### src/rtl/biu_mux_bus.sv
// Multiplexed address/data bus interface unit: turns a single request into an
// ALE-qualified address phase followed by a data phase with bounded slave wait.
module biu_mux_bus #(
    parameter int DATA_W   = 8,
    parameter int ADDR_W   = 8,
    parameter int WAIT_MAX = 3
) (
    input  logic              clk,
    input  logic              reset,
    input  logic              req_valid,
    output logic              req_ready,
    input  logic              req_write,
    input  logic [ADDR_W-1:0] req_addr,
    input  logic [DATA_W-1:0] req_wdata,
    output logic              rsp_valid,
    output logic [DATA_W-1:0] rsp_rdata,
    output logic              rsp_err,
    output logic [DATA_W-1:0] o_Address_Data_Bus,
    output logic              bus_oe,
    output logic              ALE,
    output logic              W_R,
    input  logic [DATA_W-1:0] i_bus_data,
    input  logic              i_bus_rdy,
    output logic [7:0]        err_cnt,
    output logic [1:0]        dbg_state_o
);

    localparam int CNT_W = (WAIT_MAX > 0) ? $clog2(WAIT_MAX + 1) : 1;
    localparam logic [CNT_W-1:0] WAIT_LIM = CNT_W'(WAIT_MAX);

    // Handshake: a request transfers on a rising edge where req_valid and
    // req_ready are both high; req_ready is high only in IDLE, nothing queues.
    typedef enum logic [1:0] {
        IDLE = 2'd0,
        ADDR = 2'd1,
        DATA = 2'd2,
        DONE = 2'd3
    } state_t;

    state_t            state_q, state_d;
    logic              write_q, write_d;
    logic [ADDR_W-1:0] addr_q, addr_d;
    logic [DATA_W-1:0] wdata_q, wdata_d;
    logic [CNT_W-1:0]  cnt_q, cnt_d;
    logic              err_q, err_d;
    logic [DATA_W-1:0] rdata_q, rdata_d;
    logic [7:0]        err_cnt_q, err_cnt_d;

    always_ff @(posedge clk) begin
        if (reset) begin
            state_q   <= IDLE;
            write_q   <= 1'b0;
            addr_q    <= '0;
            wdata_q   <= '0;
            cnt_q     <= '0;
            err_q     <= 1'b0;
            rdata_q   <= '0;
            err_cnt_q <= '0;
        end else begin
            state_q   <= state_d;
            write_q   <= write_d;
            addr_q    <= addr_d;
            wdata_q   <= wdata_d;
            cnt_q     <= cnt_d;
            err_q     <= err_d;
            rdata_q   <= rdata_d;
            err_cnt_q <= err_cnt_d;
        end
    end

    always_comb begin
        state_d            = state_q;
        write_d            = write_q;
        addr_d             = addr_q;
        wdata_d            = wdata_q;
        cnt_d              = cnt_q;
        err_d              = err_q;
        rdata_d            = rdata_q;
        err_cnt_d          = err_cnt_q;
        req_ready          = 1'b0;
        rsp_valid          = 1'b0;
        rsp_err            = 1'b0;
        ALE                = 1'b0;
        bus_oe             = 1'b0;
        o_Address_Data_Bus = '0;

        case (state_q)
            IDLE: begin
                req_ready = 1'b1;
                if (req_valid) begin
                    write_d = req_write;
                    addr_d  = req_addr;
                    wdata_d = req_wdata;
                    state_d = ADDR;
                end
            end
            ADDR: begin
                ALE                = 1'b1;
                bus_oe             = 1'b1;
                o_Address_Data_Bus = DATA_W'(addr_q);
                cnt_d              = '0;
                state_d            = DATA;
            end
            DATA: begin
                if (write_q) begin
                    bus_oe             = 1'b1;
                    o_Address_Data_Bus = wdata_q;
                end
                // Ready is checked before the limit so a late ready still succeeds.
                if (i_bus_rdy) begin
                    if (!write_q) rdata_d = i_bus_data;
                    err_d   = 1'b0;
                    state_d = DONE;
                end else if (cnt_q == WAIT_LIM) begin
                    err_d   = 1'b1;
                    rdata_d = '0;
                    state_d = DONE;
                end else begin
                    cnt_d = cnt_q + CNT_W'(1);
                end
            end
            DONE: begin
                rsp_valid = 1'b1;
                rsp_err   = err_q;
                if (err_q && (err_cnt_q != 8'hFF)) err_cnt_d = err_cnt_q + 8'd1;
                state_d = IDLE;
            end
            default: state_d = IDLE;
        endcase
    end

    assign W_R         = write_q;
    assign rsp_rdata   = rdata_q;
    assign err_cnt     = err_cnt_q;
    assign dbg_state_o = state_q;

endmodule

### config.mk
export PLATFORM = sky130hd
export DESIGN_NAME = biu_mux_bus
export DESIGN_NICKNAME = d
export VERILOG_FILES = /design/src/rtl/biu_mux_bus.sv
export SDC_FILE = /design/constraint.sdc
export NUM_CORES = 1
export LEC_CHECK = 0
export ABC_AREA = 0
export ABC_CLOCK_PERIOD_IN_PS = 1550
export CORE_MARGIN = 8
export CORE_UTILIZATION = 39
export DETAILED_ROUTE_END_ITERATION = 12
export HOLD_SLACK_MARGIN = 0.12
export MAX_ROUTING_LAYER = met4
export PLACE_DENSITY = 0.74
export SYNTH_ARGS = -nofsm -noshare
export SYNTH_HDL_FRONTEND = slang
export SYNTH_SLANG_ARGS = --single-unit
### constraint.sdc
create_clock -name clk -period 1.55 [get_ports clk]
set_clock_uncertainty 0.1 [all_clocks]
set_input_delay 0.155 -clock clk [delete_from_list [all_inputs] [get_ports clk]]
set_output_delay 0.155 -clock clk [all_outputs]
set_load 0.03 [all_outputs]
======== After elaboration in Yosys (flattened, before gate mapping) ========
Cells that the tools add are included.
word-level totals
  memories kept ........................... 0
  flip-flop bits (word level) ............. 38
  output and inout port bits .............. 32
  memory bits (writable) .................. 0
  input bits .............................. 29
  word-level logic and storage cells ...... 50
  latch bits .............................. 0
  memory bits (read-only) ................. 0
operators by class
  multiplexer cells ....................... 20
  equal/unequal tests ..................... 10
  $lt $le $gt $ge ......................... 0
  $add $sub $neg .......................... 2
  shift-type cells ........................ 0
  multipliers ............................. 0
  reductions and logical operators ........ 10
  bitwise logic cells ..................... 0
  divide/modulo/power cells ............... 0
operators with widths
  operator             number
  $mux 8               4
  $pmux 8 s2           1
  $mux 2               5
  $add 8x1->8 const B  1
  $ne 2x2->1 const B   4
  $ne 8x8->1 const B   1
  $pmux 2 s4           1
  $reduce_and 2->1     4
  $mux 1               7
  $eq 2x2->1 const B   3
  $reduce_and 3->1     2
  $pmux 2 s2           1
  $reduce_bool 2->1    2
  $ne 3x3->1 const B   1
  $add 2x1->2 const B  1
  $eq 2x1->1 const B   1
  $logic_not 2->1      1
  $pmux 1 s2           1
  $logic_and 1x1->1    1

======== Longest topological paths before layout ========
Gate-level depths: netlist of the first run.
  depth in word-level cells ............... 4
  depth in mapped cells ................... 7
  mapped depth without buffers ............ 6

======== Worst setup path after synthesis of the first run ========
No wires, ideal clock.
  path type ............................... register to register
  start ................................... register state_q[0] (netlist: dbg_state_o[0])
  end ..................................... register err_cnt_q[1] (netlist: err_cnt[1])
  arrival time ............................ 1.928 ns
  stages on the path, launching flop included .. 7
  setup slack ............................. -0.606 ns
  library setup time ...................... 0.128 ns
  period minus slack after synthesis ...... 2.156 ns
  path buffers ............................ 1
  required time ........................... 1.322 ns
  path through ............................ dfxtp_1 ha_1 and2_1 clkbuf_1 o21ai_1 mux2i_1 nor2_1
between the ends
  word-level cells in the longest chain between the ends .. 2
ends and longest elaborated chain
  element                     line  RTL
  start, declared             40    state_t state_q, state_d;
  start signal, assigned      60    state_q <= state_d;
  $eq 2x2->1                  87    case (state_q)
  $reduce_and 2->1 (no line)  --
  end signal, assigned        67    err_cnt_q <= err_cnt_d;
  end, declared               47    logic [7:0] err_cnt_q, err_cnt_d;
Every way passes these cells.
A chain may end at the register's enable or synchronous reset.

======== Worst setup path after layout of the first run ========
  start ................................... register state_q[0] (netlist: dbg_state_o[0])
  end ..................................... output o_Address_Data_Bus[1]
between the ends
  word-level cells in the longest chain between the ends .. 2
  elaborated cells between the ends (all ways) .. 3
  those cells by class .................... eq/ne (2); mux (1)
ends and longest elaborated chain
  element                                          line  RTL
  $eq 2x2->1 / $eq 2x1->1 (equally long branches)  87
  $pmux 8 s2 *                                     87
  end, declared                                    18    output logic [DATA_W-1:0] o_Address_Data_Bus,
Mark *: on every way between the ends. The rest lies on a longest branch, timed or not.

==> impl.org, run 1 <==
** Finish
- The finished cells cover ~2800 um2.
- In the final layout, the share of cells above drive strength 1 is 29.5%.
- Number of nets in the final layout :: between 300 and 400
- Fillers :: about 320
- Summing all flip-flop and latch instances after layout gives approximately 800 um2.
- Final core utilization :: between 70% and 80%
- Post-layout instance count excluding filler cells :: roughly 330
- Most used cells in the layout excluding fill and tap cells :: 39 x sky130_fd_sc_hd__nand2_1, 31 x sky130_fd_sc_hd__dfxtp_1, 28 x sky130_fd_sc_hd__clkdlybuf4s50_1
- Leaving out fill and tap cells, the most frequent cell in the layout is sky130_fd_sc_hd__nand2_1.
- Area growth from synthesis to final layout :: 71.1%
- In the final layout, the multi-input gates occupy approximately 1100 um2.
- The number of antenna diodes in the final layout is 0.

** Timing
- Tcrit/Tclk final :: 111%
- Final sum of negative setup slack :: -1.45 ns
- Static timing analysis puts the maximum clock frequency at 583 MHz.
- Across all hold checks on the routed design, the worst slack comes to just over 0.3 ns.
- Worst-case headroom to the max-slew limit :: about three quarters
- After layout, the worst setup slack is -0.164 ns.
- Final Max Tran Viols :: 0
- The routed design could run at a clock period as short as ~1.7 ns.
- For the pin with the worst max-slew slack, the measured transition is 0.365 ns.
- Setup repair after global routing missed its margin :: yes
- Final Hold Vio Count :: 0
- Finish-stage setup viols :: 9

** Power
- For this design the static power due to leakage is between 1 and 1.5 nW.
- Per report_power, the combinational group accounts for roughly half of the total.
- After layout, the design draws a total of between 4 and 5 mW.
- Total net switching power :: roughly 1.5 mW
- Net Sw Frac :: between 30% and 40%
- Across the VDD grid, the largest voltage drop is around 760 uV.
- For this design the ratio of total power to cell area is between 1500 and 2000 nW/um2.
- Clock power frac :: around a fifth
- Internal Dissipation :: about 2.8 mW
- Sequential power share :: 28.6%

** Global route
- Total congestion overflow :: 0
- Antenna violations before repair :: 0
- Largest net degree at the start of global routing :: 18
- The via count of the first global-routing pass was 1610.
- Global routing consumed, over all layers together, 14.8% of the routing resources.
- The first global-routing pass estimated 7560 um of wire.

** Die
- Die Ht :: roughly 81 um
- Io pins :: 61
- The floorplan step set the die width to between 80 and 90 um.
- For this configuration, the core starts out at a cell density of approximately two fifths.
- Die Area :: 6600 um2
- Area of the placeable core :: 4060 um2
- Total number of placement rows :: 23

** Clocking
- Clock tree synthesis inserted a total of 5 buffers.
- Clock transition at the register clock pins on the worst setup and hold paths after CTS :: around 0.08 ns
- Clock tree synthesis found a total of 38 sinks.
- Number of buffers inserted for hold repair after clock tree synthesis :: 0
- Cell at the root of the clock tree :: sky130_fd_sc_hd__clkbuf_8
- CTS tree :: yes
- H-tree level count :: 2
- Clock latency on the worst-skew pair, taken at its later pin, is approximately 0.29 ns.
- The clock passes through at most 2 buffers.

** Worst setup path
- For the worst setup path, the data arrival time is 1.46 ns.
- Setup slack of the most critical reg-to-reg path :: around 0.010 ns
- In this run the worst path has a maximum fanout of 5.
- Critical Path Source Type :: register
- The worst setup path is of the register to output port kind.
- Sort of element at the end of the critical path :: output port
- CP Data Required Time :: between 1 and 1.5 ns

** Yosys
- Asr flop ratio synth :: 0%
- Register bit count reported by yosys :: 38
- Number of enable flip-flop cells after synthesis :: 0
- Syn Nets :: about 240
- Dominant synthesized flop cell :: sky130_fd_sc_hd__dfxtp_1
- Averaged over all synthesized cells, the footprint is 8.26 um2.
- Distinct cells, synth :: 29
- Synth warn :: 0
- Counting every instance in the synthesized netlist gives approximately 200.
- Sequential fraction of the synthesis area :: between 40% and 50%
- After synthesis the cells add up to about 1700 um2.

** Route
- Wire length per cell after detailed routing :: 14.8 um
- Across all layers, the routed design uses approximately 1600 vias.
- After detailed routing, the number of remaining DRC violations is 0.
- Total wirelength of the detailed-routed design :: between 4000 and 5000 um
- The detail route stage leaves a number of antenna-violating nets equal to 0.
- For this run, the detailed router's first-pass iteration total came to 4.
- Routed via count divided by cell count :: around 5
- First-iteration detailed-routing DRC count :: between 70 and 80

** Placement
- In this run, placement finished with an instance count of about 310.
- At the end of routability-driven placement, the weighted congestion stood at slightly below 0.8.
- Summed over all nets, the half-perimeter wirelength after detailed placement is about 3300 um.
- Minimum setup slack after placement :: -0.170 ns
- Placed standard-cell area :: approximately 2600 um2
- Quantity of I/O buffers inserted on ports :: 60

** Worst hold path
- Classification of the worst-slack hold path :: input port to register

** Job
- Number of max-capacitance violations reported :: 0

** Outcome
- The run finished, with violations left.
- Failing checks :: negative setup slack
-- critical path: stages (launching register included) --
cell and delay (ns):
sky130_fd_sc_hd__dfxtp_4 0.36, sky130_fd_sc_hd__inv_4 0.04, sky130_fd_sc_hd__buf_6 0.11, sky130_fd_sc_hd__ha_4 0.28, sky130_fd_sc_hd__buf_6 0.12, sky130_fd_sc_hd__nor2b_4 0.13, sky130_fd_sc_hd__buf_6 0.13
-- synth_stat cells (all sizes together) (3+ instances only) --
cell type | instances | share of area (%)
nand2 | 39 | 8.8
dfxtp | 38 | 46
nor2 | 22 | 5.0
a21oi | 20 | 6.0
a22oi | 17 | 7.7
nor2b | 11 | 4.1
clkbuf | 9 | 2.0
ha | 7 | 5.3
inv | 4 | 0.90
o21ai | 4 | 1.2
and2 | 3 | 1.1
mux2i | 3 | 1.8
nand3 | 3 | 0.90
nand4 | 3 | 1.5
nor3 | 3 | 0.90
xor2 | 3 | 1.6
-- kinds of logic after synthesis --
logic type	count (synthesis)	synth area share, %
and+or+nand+nor	87	23.8
adders and majority gates	7	5.27
muxes	3	1.81
xor gates and xnor gates	3	1.58
AOI/OAI and AO/OA	48	18.2
buffers and inverters	15	3.47
DFF	38	45.8
-- registers in the layout, summed over array words and instances (netlist names) --
name,flops
W_R,1
addr_q,8
cnt_q,2
dbg_state_o,2
err_cnt,8
err_q,1
rsp_rdata,8
wdata_q,8
-- power groups by stage --
| stage | Sequential (mW) | Clock, mW | Combinational (mW) |
|---|---|---|---|
| floorplan | 1.37 | 0 | 1.06 |
| global placement | 1.25 | 0 | 1.76 |
| detailed placement | 1.25 | 0 | 1.77 |
| CTS | 1.24 | 0.922 | 2.07 |
| global route | 1.26 | 0.957 | 2.34 |
| finish | 1.24 | 0.911 | 2.19 |
-- layout make-up --
| type | instances | area share [%] |
|---|---|---|
| Tap cell | 50 | 2.20 |
| Timing Repair Buffer | 77 | 27.3 |
| Multi-Input combinational cell | 148 | 37.8 |
| Sequential cell | 38 | 27.4 |
| Clock buffer | 8 | 4.67 |
| Inverter | 4 | 0.616 |
-- path summary, 6_finish.rpt --
kind	startpoint	end	depth (start not counted)
worst max-delay path	dbg_state_o[0]	o_Address_Data_Bus[1]	6
worst min-delay path	req_write	W_R	3
worst min register to register	addr_q[3]	addr_q[3]	2
worst max register to register	dbg_state_o[0]	err_cnt[6]	6
-- routing by layer --
layer | wire [um] | vias up | track usage [%]
li1 | - | 836 | -
met1 | 2220 | 752 | 17.6
met2 | 2370 | 28 | 24.1
met3 | 160 | 7 | 2.76
met4 | 66 | 0 | 5.89
met5 | 0 | - | -
-- repair_timing --
action,in CTS,in global routing
setup endpoints to repair,37,28
setup buffers,4,2
cloned,0,1
pin swaps,5,8
resized for setup,41,10
(Power assumes the default switching activity.)
==> inputs of run 2 (changes only) <==
--- a/config.mk
+++ b/config.mk
@@ -11,7 +11,6 @@
 export CORE_UTILIZATION = 39
 export DETAILED_ROUTE_END_ITERATION = 12
 export HOLD_SLACK_MARGIN = 0.12
-export MAX_ROUTING_LAYER = met4
 export PLACE_DENSITY = 0.74
 export SYNTH_ARGS = -nofsm -noshare
 export SYNTH_HDL_FRONTEND = slang
==> run 2 against run 1 <==
  * Register-to-register slack about the same
  * Largest power group unchanged
  * Routed wire length is 0.15% lower
  * Sequential share of layout area is the same
  * The flow still finishes with violations (negative setup slack)
==> impl.org, run 2 (synthesized netlist as in run 1, its figures left out) <==
** Timing
- The final hold slack was 0.306 ns (+0.000274 ns).
- The total count of max-transition violations in the final report came to 0 (unchanged).
- Finish-stage setup viols :: 9 (unchanged)
- Tcrit/Tclk final :: 111% (about the same)
- FMAX :: 583 MHz (about the same)
- Setup slack of the critical path after layout :: -0.165 ns (-0.000296 ns)
- Setup repair after global routing missed its margin :: yes
- The minimum clock period after layout is 1.71 ns (+0.000296 ns).
- Worst-case headroom to the max-slew limit :: 75.8% (+0.083 points)
- The number of hold violations in the final report was 0 (unchanged).
- The transition at the pin with the smallest max-transition slack is 0.364 ns (-0.00124 ns).

** Die
- The number of rows in the core area came to 23 (unchanged).
- Area of the placeable core :: 4060 um2 (unchanged)
- The die extent in y is 81.2 um (unchanged).
- The width of the die is 81.2 um (unchanged).
- The top-level I/O count came to 61 (unchanged).
- The area of the die was 6600 um2 (unchanged).
- Effective utilization at floorplan :: 40.9% (unchanged)

** Global route
- The overall global routing resource usage was 14.4% (-0.44 points).
- Wire length of the first global-routing pass :: 7560 um (unchanged)
- The global route total overflow was 0 (unchanged).
- The via count of the first global-routing pass is 1610 (unchanged).
- The largest net degree at the start of global routing came to 18 (unchanged).
- The initial antenna violation count came to 0 (unchanged).

** Worst setup path
- The arrival time of data at the critical path endpoint is 1.46 ns (about the same).
- Kind of critical path :: register to output port
- Delay of the slowest critical-path stage :: 0.36 ns (about the same)
- By instance count, the cell type seen most on the critical path is sky130_fd_sc_hd__buf_6.
- Top Family by Delay on Critical Path :: buffers and inverters
- Ordered cell list for the critical path :: inv_4, buf_6, ha_4, buf_6, nor2b_4, buf_6
- The largest individual stage delay along the critical path comes from the cell sky130_fd_sc_hd__dfxtp_4.
- STA classifies the critical path endpoint as an output port.
- CP Data Required Time :: 1.29 ns (about the same)
- Top fanout value on the critical path :: 5 (unchanged)
- Buffer and inverter count on the worst path :: 4 (unchanged)
- The worst setup path is launched from a register.

** Outcome
- The flow ran to the end, but the final reports show violations.
- The final reports fail on negative setup slack.

** Route
- Wire length per cell after detailed routing :: 14.8 um (-0.15%)
- The violation count after the first detailed-routing iteration was 65 (-14%).
- Residual DRC :: 0 (unchanged)
- Via count :: 1626 (+0.18%)
- The final wirelength was 4820 um (-0.15%).
- The count of TritonRoute iterations in the first routing pass was 4 (unchanged).
- The number of nets still failing antenna checks after routing is 0 (unchanged).
- The average vias per placed instance is 5.00 (+0.18%).

** Placement
- Weighted congestion at the end of routability-driven global placement :: 0.767 (-1.3%)
- Cell total after placement :: 311 (unchanged)
- Quantity of I/O buffers inserted on ports :: 60 (unchanged)
- HPWL after DPL :: 3350 um (unchanged)
- Placed standard-cell area :: 2550 um2 (unchanged)

** Finish
- Final standard cell area without fillers :: 2840 um2 (unchanged)
- Leaving out fill and tap cells, the most frequent cells in the layout are 39 x sky130_fd_sc_hd__nand2_1, 31 x sky130_fd_sc_hd__dfxtp_1, 28 x sky130_fd_sc_hd__clkdlybuf4s50_1.
- Area growth from synthesis to final layout :: 71.1% (unchanged)
- The share of the core filled with cells is 70.0% (unchanged).
- Post-layout instance count excluding filler cells :: 325 (unchanged)
- The number of antenna cells inserted is 0 (unchanged).
- Most common library cell in the layout ignoring fill and taps :: sky130_fd_sc_hd__nand2_1
- Share of cells above drive strength 1 :: 29.5% (unchanged)
- The final net count was 310 (unchanged).

** Clocking
- The quantity of hold-fixing buffers added after cts is 0 (unchanged).
- Number of buffers on the longest clock path :: 2 (unchanged)
- TritonCTS built the clock tree.
- The clock insertion delay at the later pin of the skew report was 0.29 ns (about the same).
- The number of sinks handled by clock tree synthesis was 38 (unchanged).
- H-tree level count :: 2 (unchanged)
- Clock transition at the register clock pins on the worst setup and hold paths after CTS :: 0.08 ns (about the same)
- Cell at the root of the clock tree :: sky130_fd_sc_hd__clkbuf_8
- The number of buffers inserted during clock tree synthesis came to 5 (unchanged).

** Worst hold path
- The tightest min-delay check is of the input port to register type.

** Power
- Static leakage power :: 1.17 nW (unchanged)
- Power Dens Cells :: 1530 nW/um2 (about the same)
- The maximum ir drop on the vdd rail is 756 uV (+0.13%).
- The overall power of the completed layout came to 4.35 mW (about the same).

** Job
- Number of max-capacitance violations reported :: 0 (unchanged)
==> run 2: path summary, 6_finish.rpt <==
path / startpoint / end / slack, ns / cells after the start
setup / recovery: dbg_state_o[0] / o_Address_Data_Bus[1] / -0.16 / 6
hold / removal: req_write / W_R / 0.31 / 3
setup reg to reg: dbg_state_o[0] / err_cnt[6] / 0.01 / 6
hold reg to reg: addr_q[3] / addr_q[3] / 0.37 / 2
==> run 2: tightest hold or removal path, delay by kind of cell <==
| family | cells | cell delay (ns) |
|---|---|---|
| buffers and inverters | 1 | 0.40 |
| AO/OA/AOI/OAI | 1 | 0.05 |
| AND/OR/NAND/NOR | 1 | 0.05 |
==> run 2: cell type report <==
type	instances	area, um2
multi-input cells	148	1070
fillers	318	1220
well taps	50	62.6
flip-flops and latches	38	779
clock buffers	8	133
repair buffers	77	776
inverters	4	17.5
==> run 2: through the flow <==
step	setup TNS, ns	setup WS [ns]
after floorplan	-0.00448	-0.00257
after global placement	-1.42	-0.107
after detailed placement	-1.99	-0.170
after CTS	-1.38	-0.157
after global routing	-2.03	-0.219
final	-1.46	-0.165
==> run 2: timing repair <==
| item | 4_1_cts | 5_1_grt |
|---|---|---|
| setup buffers | 4 | 2 |
| pin swaps | 5 | 8 |
| endpoints found under the setup margin | 37 | 28 |
| cloned | 0 | 1 |
| endpoints found under the hold margin | 0 | 0 |
| resized for setup | 41 | 10 |
==> run 2: power by group <==
group	switching, mW	internal [mW]	leakage, nW
Clock	0.354	0.557	0.0678
Combinational	1.06	1.14	0.787
Sequential	0.114	1.13	0.314
==> run 2: routing by layer <==
layer	vias to the layer above	wire [um]	share of wire (%)	track usage [%]
li1	837	-	-	-
met1	754	2200	46	17.5
met2	28	2370	49	24.1
met3	7	179	3.7	2.98
met4	0	66	1.4	5.89
met5	-	0	0	0
==> inputs of run 3 (changes only) <==
--- a/config.mk
+++ b/config.mk
@@ -9,9 +9,11 @@
 export ABC_CLOCK_PERIOD_IN_PS = 1550
 export CORE_MARGIN = 8
 export CORE_UTILIZATION = 39
+export CTS_CLUSTER_SIZE = 20
 export DETAILED_ROUTE_END_ITERATION = 12
 export HOLD_SLACK_MARGIN = 0.12
 export PLACE_DENSITY = 0.74
+export RECOVER_POWER = 100
 export SYNTH_ARGS = -nofsm -noshare
 export SYNTH_HDL_FRONTEND = slang
 export SYNTH_SLANG_ARGS = --single-unit
==> run 3 against run 2 <==
  * The run still ends with negative setup slack left
  * First-iteration DRC count is 4.6% higher
  * Hold slack hardly changed
  * Highest routed layer unchanged
  * Clock-buffer cell count stayed put
  * Core utilization is 0.37 points lower
  * Power is 0.26% lower
  * Via count is 0.37% higher
  * Critical path type unchanged
  * Setup slack better by 0.0012 ns
  * Clock power hardly changed
==> impl.org, run 3 (synthesized netlist as in run 1, its figures left out) <==
** Route
- The post-detailed-route DRC marker count is 0 (unchanged).
- The final wirelength came to 4810 um (about the same).
- The number of nets still failing antenna checks after routing came to 0 (unchanged).
- First-iteration detailed-routing DRC count :: 68 (+4.6%)
- The average wire per standard cell is 14.8 um (about the same).
- The count of TritonRoute iterations in the first routing pass was 4 (unchanged).
- Via count :: 1632 (+0.37%)
- Routed via count divided by cell count :: 5.02 (+0.37%)

** Die
- The initial cell density of the core came to 40.9% (unchanged).
- Die Ht :: 81.2 um (unchanged)
- Area of the placeable core :: 4060 um2 (unchanged)
- The width of the die was 81.2 um (unchanged).
- The top-level I/O count is 61 (unchanged).
- Die Area :: 6600 um2 (unchanged)
- Total number of placement rows :: 23 (unchanged)

** Worst hold path
- Hold Path Stages :: 3 (unchanged)
- The path with the worst hold slack has its endpoint at W_R.
- Classification of the worst-slack hold path :: input port to register
- The startpoint identified for the worst hold timing path is req_write.

** Placement
- Quantity of I/O buffers inserted on ports :: 60 (unchanged)
- HPWL after DPL :: 3350 um (unchanged)
- Weighted congestion at the end of routability-driven global placement :: 0.767 (unchanged)
- The instance area after placement was 2550 um2 (unchanged).
- Cell total after placement :: 311 (unchanged)

** Worst setup path
- Top fanout value on the critical path :: 5 (unchanged)
- Delay of the slowest critical-path stage :: 0.36 ns (about the same)
- STA classifies the critical path startpoint as a register.
- Top Family by Delay on Critical Path :: buffers and inverters
- Slowest cell on crit path :: sky130_fd_sc_hd__dfxtp_4
- The required time at the endpoint of the critical path came to 1.29 ns (about the same).
- Setup slack of the most critical reg-to-reg path :: -0.08 ns (-0.09 ns)
- The path depth of the worst reg2reg path came to 5 (-1).
- Sort of element at the end of the critical path :: output port
- The signal on the critical path passes through inv_4, buf_6, ha_4, buf_6, nor2b_4, buf_6.
- Worst reg2reg path endpoint :: err_cnt[6]
- In this design, the critical path's most frequently occurring cell is sky130_fd_sc_hd__buf_6.
- The arrival time of data at the critical path endpoint was 1.46 ns (about the same).
- Buffer and inverter count on the worst path :: 4 (unchanged)
- Worst reg2reg path startpoint :: err_cnt[0]
- Kind of critical path :: register to output port

** Timing
- Setup repair after global routing could not meet its margin everywhere.
- Tcrit/Tclk final :: 111% (about the same)
- Final sum of negative setup slack :: -1.67 ns (-0.215 ns)
- Worst Hold Slack :: 0.307 ns (+0.000123 ns)
- The smallest setup slack after layout came to -0.163 ns (+0.00120 ns).
- The total count of max-transition violations in the final report came to 0 (unchanged).
- Final Hold Vio Count :: 0 (unchanged)
- The minimum clock period after layout came to 1.71 ns (-0.00120 ns).
- Finish-stage setup viols :: 15 (+6)
- The achievable frequency is 584 MHz (about the same).
- Worst-case headroom to the max-slew limit :: 75.8% (about the same)
- Slew @ Worst Pin :: 0.363 ns (-0.0000423 ns)

** Global route
- The overall global routing resource usage was 14.4% (unchanged).
- Via count of the first global-routing pass :: 1610 (unchanged)
- Wire length of the first global-routing pass :: 7560 um (unchanged)
- The largest net degree at the start of global routing came to 18 (unchanged).
- The initial antenna violation count came to 0 (unchanged).
- The global route total overflow came to 0 (unchanged).

** Finish
- The final net count is 310 (unchanged).
- The design area is 2830 um2 (-0.53%).
- Fillers :: 324 (+1.9%)
- The top cell types in the final layout, fill and taps aside, are 39 x sky130_fd_sc_hd__nand2_1, 36 x sky130_fd_sc_hd__dfxtp_1, 28 x sky130_fd_sc_hd__clkdlybuf4s50_1.
- Final core utilization :: 69.7% (-0.37 points)
- Area growth from synthesis to final layout :: 70.2%
- The final cell count without fillers was 325 (unchanged).
- The share of post-route cells with drive strength above 1 is 27.3% (-2.2 points).
- Total area of multi-input combinational cells :: 1070 um2 (unchanged)
- Most common library cell in the layout ignoring fill and taps :: sky130_fd_sc_hd__nand2_1
- The sequential cell area is 768 um2 (-1.4%).
- Diode count :: 0 (unchanged)

** Clocking
- Clock transition at the register clock pins on the worst setup and hold paths after CTS :: 0.08 ns (about the same)
- Worst skew pair latency :: 0.29 ns (about the same)
- The number of sinks handled by clock tree synthesis was 38 (unchanged).
- Number of buffers on the longest clock path :: 2 (unchanged)
- CTS tree :: yes
- The quantity of hold-fixing buffers added after cts is 0 (unchanged).
- Cell at the root of the clock tree :: sky130_fd_sc_hd__clkbuf_8
- The H-tree depth came to 2 (unchanged).
- Number of CTS-inserted buffers :: 5 (unchanged)

** Outcome
- Outcome :: finished with violations
- The checks that failed: negative setup slack.

** Power
- The maximum ir drop on the vdd rail came to 757 uV (about the same).
- The leakage power figure came to 1.16 nW (-0.63%).
- Power Dens Cells :: 1530 nW/um2 (+0.27%)

** Job
- Number of max-capacitance violations reported :: 0 (unchanged)
==> run 3: worst min-delay path, stage by stage <==
cell	delay, ns
sky130_fd_sc_hd__clkdlybuf4s50_1	0.40
sky130_fd_sc_hd__nand2_1	0.05
sky130_fd_sc_hd__a21oi_1	0.05
==> run 3: cell type report <==
type	count	area share, %
timing repair buffer	77	27.3
inverter	4	0.620
tap	50	2.21
sequential	38	27.2
multi-input combinational	148	38.0
clock buffer	8	4.69
==> run 3: layer usage <==
layer	vias to the layer above	routed length, um	track usage (%)
li1	837	-	-
met4	0	66	5.89
met5	-	0	0
met3	7	190	2.98
met2	30	2390	24.1
met1	758	2170	17.5
==> run 3: where the power goes <==
| part | internal, mW | total, mW | switching (mW) |
|---|---|---|---|
| clock | 0.557 | 0.910 | 0.353 |
| sequential | 1.13 | 1.25 | 0.114 |
| combinational | 1.12 | 2.18 | 1.05 |
==> run 3: timing repair <==
action,in CTS,in global routing
pin swaps,5,8
gates resized for setup,41,10
gates cloned,0,1
endpoints found under the setup margin,37,28
buffers inserted,4,2
==> run 3: worst max path at each step <==
stage              startpoint                    end  slack (ns)  cells after the start
2_1_floorplan  dbg_state_o[0]             err_cnt[1]      -0.003                      6
3_3_place_gp        i_bus_rdy           rsp_rdata[4]       -0.11                      5
3_5_place_dp        i_bus_rdy           rsp_rdata[7]       -0.17                      5
4_1_cts        dbg_state_o[0]  o_Address_Data_Bus[1]       -0.16                      6
5_1_grt        dbg_state_o[0]  o_Address_Data_Bus[6]       -0.22                      6
6_report       dbg_state_o[0]  o_Address_Data_Bus[1]       -0.16                      6
==> run 3: through the flow <==
stage,power [mW],setup slack (ns)
floorplan,2.43,-0.00257
global placement,3.00,-0.107
detailed placement,3.02,-0.170
CTS,4.23,-0.157
global route,4.55,-0.219
finish,4.33,-0.163
